**config.mk**
```make
export PLATFORM = sky130hd
export DESIGN_NAME = mem_arb2
export DESIGN_NICKNAME = d
export VERILOG_FILES = /design/src/rtl/mem_arb2_pkg.sv /design/src/rtl/arb_rr2.sv /design/src/rtl/mem_arb2.sv
export SDC_FILE = /design/constraint.sdc
export NUM_CORES = 1
export LEC_CHECK = 0
export CORE_AREA = 2 2 116 118
export DETAILED_ROUTE_END_ITERATION = 6
export DIE_AREA = 0 0 118 120
export PLACE_DENSITY = 0.78
export SLEW_MARGIN = 20
export SYNTH_ARGS = -nofsm -noshare
export SYNTH_HDL_FRONTEND = slang
export SYNTH_SLANG_ARGS = --single-unit
```
**constraint.sdc**
```tcl
create_clock -name clk -period 1.9 [get_ports clk]
set_clock_uncertainty 0.1 [all_clocks]
set_input_delay 0.285 -clock clk [delete_from_list [all_inputs] [get_ports clk]]
set_output_delay 0.285 -clock clk [all_outputs]
set_load 0.01 [all_outputs]
```
**src/rtl/mem_arb2_pkg.sv**
```systemverilog
// Shared types and constants for the two-master memory arbiter.
// State encoding and master ids are fixed so the bench and debug tools can decode them.
package mem_arb2_pkg;

  typedef enum logic [1:0] {
    StIdle = 2'b00,
    StAcc  = 2'b01,
    StResp = 2'b10
  } state_e;

  localparam logic M0 = 1'b0;
  localparam logic M1 = 1'b1;

  // Round-robin tie break: the master not served last wins.
  function automatic logic rr_pick(input logic [1:0] req, input logic last);
    logic id;
    if (req == 2'b11) begin
      id = ~last;
    end else if (req[1]) begin
      id = M1;
    end else begin
      id = M0;
    end
    return id;
  endfunction

endpackage

```
**src/rtl/arb_rr2.sv**
```systemverilog
// Combinational two-way round-robin winner selection.
// Purely a function of the request vector and the last-served id.
module arb_rr2
  import mem_arb2_pkg::*;
(
  input  logic [1:0] req,
  input  logic       last,
  output logic       valid,
  output logic       id
);

  always_comb begin
    valid = |req;
    id    = rr_pick(req, last);
  end

endmodule

```
**src/rtl/mem_arb2.sv**
```systemverilog
// Two-master single-port memory arbiter with round-robin tie break.
// Requests are sampled only in idle; all outputs decode from registered state.
module mem_arb2
  import mem_arb2_pkg::*;
#(
  parameter int unsigned AW = 32,
  parameter int unsigned DW = 32
) (
  input  logic          clk,
  input  logic          rst,

  input  logic          m0_req,
  input  logic          m0_we,
  input  logic [AW-1:0] m0_adr,
  input  logic [DW-1:0] m0_wdata,
  output logic          m0_gnt,
  output logic          m0_rvalid,
  output logic [DW-1:0] m0_rdata,

  input  logic          m1_req,
  input  logic          m1_we,
  input  logic [AW-1:0] m1_adr,
  input  logic [DW-1:0] m1_wdata,
  output logic          m1_gnt,
  output logic          m1_rvalid,
  output logic [DW-1:0] m1_rdata,

  output logic          mem_en,
  output logic          mem_we,
  output logic [AW-1:0] mem_adr,
  output logic [DW-1:0] mem_wdata,
  input  logic [DW-1:0] mem_rdata,

  output logic          busy
);

  state_e        state_q, state_d;
  logic          last_q, last_d;
  logic          win_q, win_d;
  logic          we_q, we_d;
  logic [AW-1:0] adr_q, adr_d;
  logic [DW-1:0] wdata_q, wdata_d;

  logic          arb_valid;
  logic          arb_id;

  arb_rr2 u_arb (
    .req   ({m1_req, m0_req}),
    .last  (last_q),
    .valid (arb_valid),
    .id    (arb_id)
  );

  always_ff @(posedge clk) begin
    if (!rst) begin
      state_q <= StIdle;
      last_q  <= M1;
      win_q   <= M0;
      we_q    <= 1'b0;
      adr_q   <= '0;
      wdata_q <= '0;
    end else begin
      state_q <= state_d;
      last_q  <= last_d;
      win_q   <= win_d;
      we_q    <= we_d;
      adr_q   <= adr_d;
      wdata_q <= wdata_d;
    end
  end

  always_comb begin
    state_d = state_q;
    last_d  = last_q;
    win_d   = win_q;
    we_d    = we_q;
    adr_d   = adr_q;
    wdata_d = wdata_q;
    case (state_q)
      StIdle: begin
        if (arb_valid) begin
          win_d   = arb_id;
          last_d  = arb_id;
          we_d    = (arb_id == M1) ? m1_we    : m0_we;
          adr_d   = (arb_id == M1) ? m1_adr   : m0_adr;
          wdata_d = (arb_id == M1) ? m1_wdata : m0_wdata;
          state_d = StAcc;
        end
      end
      StAcc:   state_d = we_q ? StIdle : StResp;
      StResp:  state_d = StIdle;
      default: state_d = StIdle;
    endcase
  end

  // Outputs are forced low while reset is held so an aborted access never
  // emits a late strobe or pulse.
  always_comb begin
    m0_gnt    = 1'b0;
    m1_gnt    = 1'b0;
    m0_rvalid = 1'b0;
    m1_rvalid = 1'b0;
    m0_rdata  = '0;
    m1_rdata  = '0;
    mem_en    = 1'b0;
    mem_we    = 1'b0;
    mem_adr   = adr_q;
    mem_wdata = wdata_q;
    busy      = rst && (state_q != StIdle);
    if (rst) begin
      case (state_q)
        StAcc: begin
          mem_en = 1'b1;
          mem_we = we_q;
          if (win_q == M1) begin
            m1_gnt = 1'b1;
          end else begin
            m0_gnt = 1'b1;
          end
        end
        StResp: begin
          if (win_q == M1) begin
            m1_rvalid = 1'b1;
            m1_rdata  = mem_rdata;
          end else begin
            m0_rvalid = 1'b1;
            m0_rdata  = mem_rdata;
          end
        end
        default: ;
      endcase
    end
  end

endmodule

```
==> results of run 1 <==
[layout by cell type, fill, tap and decap left out, drive strengths merged, types with 2 or more instances in the layout]
cell type and count:
inv 3, a311oi 65, or2 2, a21bo 2, buf 94, dlygate4sd2 2
clkinvlp 2, nand2 131, and2 67, a21oi 66, clkdlybuf4s50 228, clkinv 3
clkbuf 18, dfxtp 69, nor2 4
[cell usage after synthesis]
cell type	instances	area, um2
inv_1	2	7.51
a21bo_2	2	20.0
nand3_1	1	5.00
buf_2	10	50.1
and4b_1	1	10.0
a311oi_1	26	228
nor2_2	1	6.26
nand2_1	131	492
a21boi_2	1	11.3
buf_4	2	15.0
nor4b_2	1	15.0
and2_1	66	413
buf_6	5	56.3
dfxtp_1	69	1380
and3_1	1	6.26
or2_1	1	6.26
and2_4	1	8.76
buf_1	5	18.8
a311oi_2	39	586
or2_2	1	6.26
clkbuf_1	27	101
o211ai_1	1	7.51
inv_2	1	3.75
nor2_1	3	11.3
a21oi_1	66	330
[final timing paths]
| path | start | to | slack, ps | depth (start not counted) |
|---|---|---|---|---|
| worst min-delay path | rst | state_q[0]$_SDFFE_PN0P_ | 270 | 2 |
| worst max-delay path | state_q[0]$_SDFFE_PN0P_ | m0_rdata[8] | -70 | 6 |
| worst min register to register | we_q$_SDFFE_PN0P_ | state_q[1]$_SDFFE_PN0P_ | 370 | 1 |
| worst max register to register | state_q[1]$_SDFFE_PN0P_ | mem_adr[11]$_SDFFE_PN0P_ | 260 | 5 |
[layer usage]
metal / up-vias / part of all wire [%]
li1: 2223 / -
met1: 2202 / 37
met2: 251 / 52
met3: 54 / 7.2
met4: 0 / 4.1
met5: - / 0
[critical path, cell delays in order (launching register included)]
cell	delay, ps
dfxtp_4	360
nor4b_4	270
buf_6	170
buf_6	110
buf_16	120
and2_4	140
buf_6	90
[cell families after synthesis]
family / after synthesis / share of synthesized area (%)
AO/OA/AOI/OAI: 135 / 31.1
flip-flops: 69 / 36.4
AND/OR/NAND/NOR: 208 / 25.8
buffers and inverters: 52 / 6.66
[power breakdown]
group | switching [mW] | total, mW | internal, mW
logic | 0.738 | 1.66 | 0.924
clock network | 0.638 | 1.59 | 0.954
registers | 0.105 | 1.73 | 1.63
total | 1.48 | 4.99 | 3.50
[timing repair]
item / 4_1_cts / 5_1_grt
setup buffers: 2 / 2
gates resized for setup: 234 / 141
setup endpoints to repair: 71 / 56
pin swaps: 2 / 28
gates cloned: 3 / 4
[flip-flops by register name, indices dropped and copies added (netlist names)]
name / flops
mem_wdata: 32
win_q: 1
mem_adr: 32
we_q: 1
state_q: 2
last_q: 1
[cell type report]
cell class	count	area, um2
clock buffer	11	253
tap	176	220
inverter	3	12.5
clock inverter	5	33.8
fill	1129	5410
sequential	69	1390
multi-input combinational	343	2290
timing repair buffer	332	3370
[stage by stage]
step / power (mW) / TNS [ps] / utilization [%] / hold WS [ps]
6_report: 4.99 / -1380 / 58.3 / 268
3_5_place_dp: 3.40 / -43830 / 54.4 / 374
2_1_floorplan: 2.47 / 0 / - / 274
5_1_grt: 5.22 / -3890 / 58.3 / 282
4_1_cts: 5.00 / -3390 / 56.8 / 294
3_3_place_gp: 3.35 / -40090 / 54.4 / 372
==> results.yml, run 1 <==
detailed_routing:
  wirelength_um: 17100
  wire_per_inst_um: 18.3
  final_antenna_net_count: 0
  drc: 0
  drt_iter0_markers: 264
  vias: 4730
  via_per_inst: 5.04
  first_pass_iters: 4
grt:
  use_met3_pct: 5.80
  grt.met1_usage_pct: 23.0
  grt_max_degree: 67
  met2_usage_pct: 42.3
  antenna_found_initial: 0
  grt_pass1_wl_um: 25100
  grt_overflow: 0
  groute.usage.overall_pct: 22.2
  grt_pass1_vias: 4849
  grt_busiest_layer: "met2"
clocking:
  cts_sinks: 69
  cts_buffers: 9
  clock_path_buffers: 2
  cts_tree: "yes"
  holdBufCountCts: 0
  clockRootBuffer: "clkbuf_16"
  insertion_delay_ps: 320
  h-tree-depth: 3
  clkTransAtPathRegs_ps: 50
run_status:
  violations: "negative setup slack"
  outcome: "finished with violations"
worst_setup_path:
  crit_arrival_ps: 1580
  critPathRequiredTime_ps: 1510
  crit_type: "register to output port"
  cp_max_fo: 8
  start_kind: "register"
  cp-end-kind: "output port"
synth:
  ys_seq_area_share_pct: 36.4
  synthesis.area_mm2: 0.00380
  synth_seq_cells: 69
  yosysUniqueCellTypes: 25
  synthesis.nets: 630
  syn_area_per_cell_um2: 8.18
  synth_warnings: 0
  synthCells: 464
power_and_ir_drop:
  powerDensity_mw_per_mm2: 659
  vdd_ir_drop_max_uv: 358
  leakagePower_nw: 3.06
sta:
  slew_violations: 0
  layout_setup_ws_ps: -65.7
  setup_viol: 36
  hold_viol: 0
  rsz0062_at_grt: "yes"
  maxClockFrequency_mhz: 509
  period_needed_ps: 1970
  fin_crit_sh_pct: 103
  tightest_slew_ps: 990
  relSlewSlack_pct: 34.0
worst_hold_path:
  hp-class: "input port to register"
finish:
  area_growth_pct: 99.4
  drive_above_1_share_pct: 27.7
  fin_cells: 939
  insertedDiodeCount: 0
  stdcell_area_mm2: 0.00757
  final_nets: 924
floorplan:
  die_x_um: 118
  rows: 42
  die_area_mm2: 0.0142
  die_h_um: 120
  start_util_pct: 29.2
  coreArea_mm2: 0.0130
  ios: 301
placement:
  pre_cts_slack_ps: -565
  place_congestion: 0.885
  io_buffers: 300
  dpl_cell_area_mm2: 0.00707
  dp_cells: 913
  hpwl_um: 12000
run:
  max_cap_viol_count: 0
(Power assumes the default switching activity.)
==> inputs of run 2 (changes only) <==
- CORE_AREA: 2 2 116 118 -> unset
- CORE_MARGIN: unset -> 2
- CORE_UTILIZATION: unset -> 30
- CTS_BUF_LIST: unset -> sky130_fd_sc_hd__clkbuf_16
- DIE_AREA: 0 0 118 120 -> unset
- PLACE_DENSITY: 0.78 -> 0.82
- clock period: 1.9 -> 1.7 ns (I/O delays scaled with it)
==> run 2 against run 1 <==
- sequential share of layout area down 1.1 points
- highest routed layer unchanged
- worst hold slack better by 95 ps
- largest power group is now clock
- worst setup slack worse by 300 ps
- the run still ends with negative setup slack left
==> results.yml, run 2 (same netlist as run 1, synthesis figures left out) <==
detailed_routing:
  wire_per_inst_um: 19.0
  drc: 0
  wirelength_um: 18300
  final_antenna_net_count: 0
  via_per_inst: 5.09
  vias: 4922
  first_pass_iters: 4
  drt_iter0_markers: 325
grt:
  groute.usage.overall_pct: 23.6
  antenna_found_initial: 1
  grt_pass1_wl_um: 24800
  grt_overflow: 0
  grt.met1_usage_pct: 24.2
  use_met3_pct: 5.60
  grt_pass1_vias: 4857
  grt_max_degree: 36
  met2_usage_pct: 45.6
  grt_busiest_layer: "met2"
clocking:
  cts_tree: "yes"
  h-tree-depth: 3
  clkTransAtPathRegs_ps: 60
  cts_buffers: 9
  insertion_delay_ps: 330
  clockRootBuffer: "clkbuf_16"
  clock_path_buffers: 2
  holdBufCountCts: 0
  cts_sinks: 69
finish:
  fin_cells: 967
  nFillCells: 1006
  final_cell_mix: "clkdlybuf4s50_1 (228), nand2_1 (131), buf_6 (67), a21oi_1 (66), dfxtp_1 (66)"
  finalCoreUtilization_pct: 64.6
  final_common_cell: "clkdlybuf4s50_1"
  final_nets: 955
  multi_input_area_mm2: 0.00230
  drive_above_1_share_pct: 31.4
  final-seq-area_mm2: 0.00139
  area_growth_pct: 112
power_and_ir_drop:
  vdd_ir_drop_max_uv: 499
  leakagePower_nw: 3.31
  powerDensity_mw_per_mm2: 743
run_status:
  outcome: "finished with violations"
  violations: "negative setup slack"
sta:
  layout_setup_ws_ps: -362
  relSlewSlack_pct: 62.7
  fin_tns_setup_ps: -13600
  slew_violations: 0
  fin_crit_sh_pct: 121
  hold_viol: 0
  rsz0062_at_grt: "yes"
  hold_slack_ps: 363
  setup_viol: 66
  tightest_slew_ps: 560
  period_needed_ps: 2060
  maxClockFrequency_mhz: 485
worst_setup_path:
  crit_type: "register to output port"
  start_kind: "register"
  crit_slowest_cell: "dfxtp_4"
  path_cells: "nor4b_4, buf_4, clkbuf_16, buf_8, buf_6, and2_4, buf_6"
  cp-end-kind: "output port"
  crit_arrival_ps: 1710
  crit_top_cell: "buf_6"
  cpPeakStageDelay_ps: 360
  cp_max_fo: 4
  critPathRequiredTime_ps: 1340
floorplan:
  rows: 41
  die_h_um: 116
  die_x_um: 116
  coreArea_mm2: 0.0125
  ios: 301
  die_area_mm2: 0.0136
  start_util_pct: 30.5
worst_hold_path:
  hp-class: "register to register"
placement:
  io_buffers: 300
  dp_cells: 914
  place_congestion: 0.802
  hpwl_um: 12200
run:
  max_cap_viol_count: 0
-- run 2: cell count changes in the layout (fill, tap and decap cells not counted), moves of 2 or more --
cell,before,now
buf_2,24,20
clkinv_4,0,2
and2_4,42,47
buf_12,8,12
buf_8,0,2
clkbuf_8,2,0
buf_6,43,67
buf_4,17,24
bufinv_16,0,2
clkbuf_2,3,1
and2_1,25,20
-- run 2: cell type report --
| type | instances | area share [%] |
|---|---|---|
| flip-flops and latches | 69 | 17.2 |
| multi-input cells | 343 | 28.6 |
| well taps | 172 | 2.67 |
| inverters | 3 | 0.155 |
| diodes | 1 | 0.0311 |
| repair buffers | 363 | 47.3 |
| clock buffers | 9 | 2.80 |
| clock inverters | 7 | 1.23 |
-- run 2: final timing paths --
check | slack [ps] | from | cells after the start | endpoint
hold / removal | 360 | we_q$_SDFFE_PN0P_ | 1 | state_q[1]$_SDFFE_PN0P_
setup reg to reg | 70 | state_q[0]$_SDFFE_PN0P_ | 6 | mem_wdata[13]$_SDFFE_PN0P_
hold reg to reg | 360 | we_q$_SDFFE_PN0P_ | 1 | state_q[1]$_SDFFE_PN0P_
setup / recovery | -360 | state_q[0]$_SDFFE_PN0P_ | 7 | m0_rdata[27]
-- run 2: what timing repair did --
action	in CTS	in global routing
pin swaps	29	12
setup buffers	21	9
setup endpoints to repair	112	90
resized for setup	366	52
gates cloned	6	4
-- run 2: stage by stage --
stage | total power, mW | setup slack, ps | area [um2]
finish | 5.98 | -362 | 8050
global route | 6.25 | -410 | 8050
CTS | 5.91 | -409 | 7780
detailed placement | 3.83 | -689 | 7120
global placement | 3.77 | -664 | 7120
floorplan | 2.76 | 127 | 3800
-- run 2: layer usage --
layer	wire length, um	share of wire (%)
met4	516	2.8
met2	9830	54
met3	1390	7.6
met1	6610	36
met5	0	0
-- run 2: critical path: cells and delay by family, from the launching register on --
kind / cells / cell delay, ps
buf+inv: 5 / 600
flops: 1 / 360
simple gates: 2 / 420
-- run 2: report_power, final --
group | switching (mW) | internal [mW] | total [mW]
registers | 0.118 | 1.82 | 1.94
logic | 0.877 | 1.14 | 2.02
clock network | 0.741 | 1.29 | 2.03
total | 1.74 | 4.25 | 5.98
